[src/rtl/am2302_master.sv]
// AM2302 single-wire master: start pulse, response check, 40-bit decode and checksum,
// followed by a bus-idle holdoff before the next read is accepted.
module am2302_master #(
    parameter int CLKS_PER_US = 12,
    parameter int START_US    = 1000,
    parameter int TIMEOUT_US  = 200,
    parameter int THRESH_US   = 48,
    parameter int HOLDOFF_US  = 2000
) (
    input  logic        clk,
    input  logic        rst_n,
    input  logic        start,
    output logic        busy,
    output logic        done,
    output logic [1:0]  err_code,
    output logic [15:0] hum,
    output logic [15:0] temp,
    input  logic        sda_i,
    output logic        sda_oe
);

    localparam int MAX_A  = (START_US > HOLDOFF_US) ? START_US : HOLDOFF_US;
    localparam int MAX_B  = (TIMEOUT_US > THRESH_US) ? TIMEOUT_US : THRESH_US;
    localparam int MAX_US = (MAX_A > MAX_B) ? MAX_A : MAX_B;
    localparam int PRE_W  = $clog2(CLKS_PER_US + 1);
    localparam int CNT_W  = $clog2(MAX_US + 1);

    localparam logic [PRE_W-1:0] PRE_LAST   = PRE_W'(CLKS_PER_US - 1);
    localparam logic [CNT_W-1:0] START_LAST = CNT_W'(START_US - 1);
    localparam logic [CNT_W-1:0] TO_LAST    = CNT_W'(TIMEOUT_US - 1);
    localparam logic [CNT_W-1:0] HOLD_LAST  = CNT_W'(HOLDOFF_US - 1);
    localparam logic [CNT_W-1:0] THRESH     = CNT_W'(THRESH_US);

    localparam logic [1:0] ERR_OK     = 2'b00;
    localparam logic [1:0] ERR_NORESP = 2'b01;
    localparam logic [1:0] ERR_BIT    = 2'b10;
    localparam logic [1:0] ERR_SUM    = 2'b11;

    typedef enum logic [3:0] {
        S_IDLE, S_START_LOW, S_WAIT_RESP, S_RESP_LOW, S_RESP_HIGH,
        S_BIT_LOW, S_BIT_HIGH, S_CHECK, S_HOLDOFF
    } state_t;

    state_t           state_q, state_d;
    logic [PRE_W-1:0] pre_q;
    logic [CNT_W-1:0] us_q;
    logic             sda_s1, sda_s2;
    logic [39:0]      sh_q;
    logic [5:0]       bit_idx_q;
    logic [1:0]       err_d;
    logic [7:0]       csum;
    logic             tick, timeout, bit_val, fin;

    assign tick    = (pre_q == PRE_LAST);
    assign timeout = tick && (us_q == TO_LAST);
    // Detection sees the high phase one cycle short, so this compare means width > THRESH_US.
    assign bit_val = (us_q >= THRESH);
    assign csum    = sh_q[39:32] + sh_q[31:24] + sh_q[23:16] + sh_q[15:8];
    assign fin     = (state_d == S_HOLDOFF) && (state_q != S_HOLDOFF);

    always_ff @(posedge clk or negedge rst_n) begin
        if (!rst_n) state_q <= S_IDLE;
        else        state_q <= state_d;
    end

    always_comb begin
        state_d = state_q;
        err_d   = err_code;
        unique case (state_q)
            S_IDLE:      if (start) state_d = S_START_LOW;
            S_START_LOW: if (tick && us_q == START_LAST) state_d = S_WAIT_RESP;
            // The first microsecond is blanked while the synchronizer still shows our own low.
            S_WAIT_RESP: begin
                if (!sda_s2 && us_q != '0) state_d = S_RESP_LOW;
                else if (timeout) begin state_d = S_HOLDOFF; err_d = ERR_NORESP; end
            end
            S_RESP_LOW: begin
                if (sda_s2) state_d = S_RESP_HIGH;
                else if (timeout) begin state_d = S_HOLDOFF; err_d = ERR_NORESP; end
            end
            S_RESP_HIGH: begin
                if (!sda_s2) state_d = S_BIT_LOW;
                else if (timeout) begin state_d = S_HOLDOFF; err_d = ERR_NORESP; end
            end
            S_BIT_LOW: begin
                if (sda_s2) state_d = S_BIT_HIGH;
                else if (timeout) begin state_d = S_HOLDOFF; err_d = ERR_BIT; end
            end
            S_BIT_HIGH: begin
                if (!sda_s2) state_d = (bit_idx_q == 6'd39) ? S_CHECK : S_BIT_LOW;
                else if (timeout) begin state_d = S_HOLDOFF; err_d = ERR_BIT; end
            end
            S_CHECK: begin
                state_d = S_HOLDOFF;
                err_d   = (csum == sh_q[7:0]) ? ERR_OK : ERR_SUM;
            end
            S_HOLDOFF:   if (tick && us_q == HOLD_LAST) state_d = S_IDLE;
            default:     state_d = S_IDLE;
        endcase
    end

    always_comb begin
        sda_oe = (state_q == S_START_LOW);
        busy   = (state_q != S_IDLE);
    end

    always_ff @(posedge clk or negedge rst_n) begin
        if (!rst_n) begin
            sda_s1 <= 1'b1;
            sda_s2 <= 1'b1;
        end else begin
            sda_s1 <= sda_i;
            sda_s2 <= sda_s1;
        end
    end

    always_ff @(posedge clk or negedge rst_n) begin
        if (!rst_n) begin
            pre_q <= '0;
            us_q  <= '0;
        end else if (state_d != state_q || state_q == S_IDLE) begin
            pre_q <= '0;
            us_q  <= '0;
        end else if (tick) begin
            pre_q <= '0;
            us_q  <= us_q + 1'b1;
        end else begin
            pre_q <= pre_q + 1'b1;
        end
    end

    always_ff @(posedge clk or negedge rst_n) begin
        if (!rst_n) begin
            sh_q      <= '0;
            bit_idx_q <= '0;
        end else if (state_q == S_START_LOW) begin
            sh_q      <= '0;
            bit_idx_q <= '0;
        end else if (state_q == S_BIT_HIGH && !sda_s2) begin
            sh_q      <= {sh_q[38:0], bit_val};
            bit_idx_q <= bit_idx_q + 1'b1;
        end
    end

    always_ff @(posedge clk or negedge rst_n) begin
        if (!rst_n) begin
            done     <= 1'b0;
            err_code <= ERR_OK;
            hum      <= '0;
            temp     <= '0;
        end else begin
            done <= fin;
            if (fin) err_code <= err_d;
            if (fin && err_d == ERR_OK) begin
                hum  <= sh_q[39:24];
                temp <= sh_q[23:8];
            end
        end
    end

endmodule

[config.mk]
export PLATFORM = sky130hd
export DESIGN_NAME = am2302_master
export DESIGN_NICKNAME = d
export VERILOG_FILES = /design/src/rtl/am2302_master.sv
export SDC_FILE = /design/constraint.sdc
export NUM_CORES = 1
export LEC_CHECK = 0
export BUFFER_PORTS_ARGS = -buffer_cell sky130_fd_sc_hd__buf_4
export CORE_MARGIN = 5
export CORE_UTILIZATION = 35
export DETAILED_ROUTE_END_ITERATION = 7
export PLACE_DENSITY = 0.62
export SKIP_LAST_GASP = 1
export SLEW_MARGIN = 20
export SYNTH_ARGS = -nofsm -noshare
export SYNTH_HDL_FRONTEND = slang
export SYNTH_SLANG_ARGS = --single-unit
[constraint.sdc]
create_clock -name clk -period 7.3 [get_ports clk]
set_input_delay 0.73 -clock clk [delete_from_list [all_inputs] [get_ports clk]]
set_output_delay 0.73 -clock clk [all_outputs]
set_load 0.02 [all_outputs]
==> reports/metrics.cfg <==
[synth]
yosys-top-cells-count=sky130_fd_sc_hd__dfrtp_1, sky130_fd_sc_hd__nand2_1, sky130_fd_sc_hd__a21oi_1
async_flop_share=1.00
synth_warnings=0
synth_area_leaders=sky130_fd_sc_hd__dfrtp_1, sky130_fd_sc_hd__nand2_1, sky130_fd_sc_hd__mux2_2
synthMostInstantiatedCell=sky130_fd_sc_hd__dfrtp_1
synth_top_area_frac=0.481
post_synth_instance_area_um2=5200
proportion_of_synthesized_chip_area_in_sequential_cells=0.491
post_synth_inst_count=520
synth_enable_flop_cells=0
synthDominantAreaCellType=sky130_fd_sc_hd__dfrtp_1
synth.avg_cell_area_um2=10.0
yosys_register_bits=102
netlist-cell-type-count=50
synth_top_flop_cell=sky130_fd_sc_hd__dfrtp_1
synth.net_count=549

[pwr]
cellPowerDensity_nw_per_um2=194
net_switching_power_of_the_design_uw=283
p_int_uw=873
power.share.sequential=0.512
p_clk_frac=0.427
total_power_mw=1.16
proportion_of_total_power_due_to_net_switching=0.245
share_comb_of_total_power=0.062
power.static_leakage_nw=2.74
vdd.ir_drop.worst_mv=0.0864

[route]
drc_errors=0
vias=3802
avgViaCountPerCell=5.15
drt-initial-drc-count=250
antenna_violating_nets_post_route=0
avgRoutedWirePerCell_um=15.1
drt_first_pass_iters=4
routed_wirelength_um=11100

[setup_path]
critPathKind=flip-flop to flip-flop
worst_setup_path_start_kind=flip-flop
worst_setup_path_startpoint=sh_q[9]
worst_ep_required_time_ps=7540
end_kind=flip-flop
crit_path_cell_trace=fa_1 > inv_1 > fa_1 > inv_1 > ha_1 > fa_1 > xor2_1 > nor4_1 > nand3_1 > nor4_4 > buf_4 > mux2_2
critical_path_peak_fanout=32
timing.critical_path.mode_cell=sky130_fd_sc_hd__fa_1
crit_path_top_delay_cell=sky130_fd_sc_hd__fa_1
arrival_ps=4290
critical-path-max-stage-delay_ps=550
startpoint_of_the_lowest_slack_register_to_register_path=sh_q[9]

[grt]
grt_first_pass_wirelength_um=19300
remaining_global_route_overflow=0
grt_start_max_net_pins=58
grt_util_all_layers=0.133
grt_antenna_before_repair=0
first_global_vias=3804

[timing]
timing.slew.headroom=0.519
final_worst_path_period_share=0.554
final_setup_vio_count=0
fin_worst_hold_slack_ps=356
worst_pin_slew_ps=719
clock_skew_ps=16.2
timing_hold_violations_final=0
tns_ps=0
unrepaired_setup_endpoints_after_global_routing=false
timing.final.max_slew_violations=0
fmax_mhz=247
timing.final.ws_setup_ps=3250
final.min_clock_period_ps=4050

[place]
place_worst_setup_slack_ps=3240
place.gp.congestion=0.882
detailedPlacementHpwl_um=7710
postPlaceCellArea_um2=5650
placed_cells_incl_taps=722
port-buffer-count=40

[worst_hold_path]
hp-class=flip-flop to flip-flop
holdCritStartpoint=sda_s1

[floorplan]
floorplan.die.height_um=132
floorplan.core_area_um2=14500
die_w_um=132
fp.dieArea_um2=17400
row_count=44
ioPinCount=41
floorplan.initialDensity=0.358

[cts]
post_cts_sizing=0
cts.repair_timing.setup_buffer_count=0
cts_hold_buffers=0
clk_latency_ps=360
tritoncts_num_sinks=102
ctsHtreeMaxLevel=3
cts_tree=built
cts_inserted_buffers=9
cts_max_path_buffers=2
cts_root_buffer=sky130_fd_sc_hd__clkbuf_16
cts.clk_slew.worst_paths_ps=70

[final_layout]
nets=578
drive_above_1_share=0.175
final_cell_area_um2=5950
antenna_cells_inserted=0
synthToLayoutAreaGrowth_pct=14.4
postLayoutCoreUtil=0.409
final-instance-count-excl-fill=738

[run_status]
run_status=completed

[run]
max-cap-violations=0

-- flip-flops by register name, summed over array words and instances, names as in the netlist --
register,flops
done,1
us_q,11
sda_s2,1
sda_s1,1
bit_idx_q,6
state_q,4
temp,16
err_code,2
pre_q,4
sh_q,40
hum,16
-- critical path: cells and delay by family, from the launching register on --
family / cells / cell delay, ps
muxes: 1 / 380
adders and majority gates: 4 / 1730
DFF: 1 / 430
buffers and inverters: 3 / 510
and+or+nand+nor: 3 / 680
xor gates and xnor gates: 1 / 170
-- worst paths after layout --
| kind | end | slack, ps | cells past startpoint |
|---|---|---|---|
| worst min-delay path | sda_s2 | 360 | 0 |
| worst min register to register | sda_s2 | 360 | 0 |
| worst max register to register | hum[1] | 3250 | 12 |
| worst max-delay path | hum[1] | 3250 | 12 |
| max in group asynchronous | temp[13] | 5780 | 2 |
| min in group asynchronous | us_q[8] | 390 | 1 |
-- cells by family after synthesis --
logic type	share of synthesized area
xor+xnor	0.0522
buf+inv	0.0404
simple gates	0.167
flops	0.491
mux	0.0712
fa+ha+maj	0.0803
compound gates	0.0976
-- placed cells by master (no fill, tap or decap), types with 3 or more instances in the layout --
cell type / netlist / layout
sky130_fd_sc_hd__dfrtp_1: 100 / 100
sky130_fd_sc_hd__nand2_1: 98 / 98
sky130_fd_sc_hd__a21oi_1: 56 / 56
sky130_fd_sc_hd__buf_4: 1 / 45
sky130_fd_sc_hd__nor2_1: 35 / 35
sky130_fd_sc_hd__mux2_2: 30 / 30
sky130_fd_sc_hd__nand3_1: 20 / 20
sky130_fd_sc_hd__inv_1: 20 / 20
sky130_fd_sc_hd__xnor2_1: 20 / 20
sky130_fd_sc_hd__fa_1: 14 / 14
sky130_fd_sc_hd__xor2_1: 11 / 11
sky130_fd_sc_hd__ha_1: 11 / 11
sky130_fd_sc_hd__nand4_1: 10 / 10
sky130_fd_sc_hd__o21ai_0: 10 / 10
sky130_fd_sc_hd__clkbuf_16: 0 / 9
sky130_fd_sc_hd__nand2b_1: 5 / 5
sky130_fd_sc_hd__nor3_1: 5 / 5
sky130_fd_sc_hd__nor4_1: 4 / 4
sky130_fd_sc_hd__a31oi_1: 4 / 4
sky130_fd_sc_hd__or3_1: 3 / 3
sky130_fd_sc_hd__o22ai_1: 3 / 3
-- power groups by stage --
stage / clock (mW) / combinational (mW) / sequential (mW)
after floorplan: 0 / 0.0503 / 0.597
after global placement: 0 / 0.0697 / 0.601
after detailed placement: 0 / 0.0730 / 0.603
after CTS: 0.506 / 0.0732 / 0.592
after global routing: 0.524 / 0.0841 / 0.594
final: 0.493 / 0.0711 / 0.592
-- layer usage --
metal  part of all wire  routed length, um  track usage  up-vias
met1               0.48               5290        0.188     1882
met5                  0                  0            0        -
li1                   -                  -            -     1831
met4              0.015                163       0.0463        0
met3              0.033                367       0.0218       15
met2               0.48               5280        0.208       74
-- final cells by class --
cell class	instances	area (um2)
clock inverters	6	76.3
repair buffers	45	338
inverters	21	78.8
multi-input cells	370	2440
clock buffers	10	229
flip-flops and latches	102	2550
well taps	184	230
fillers	1430	8580
Power figures use the tool's default switching activity.
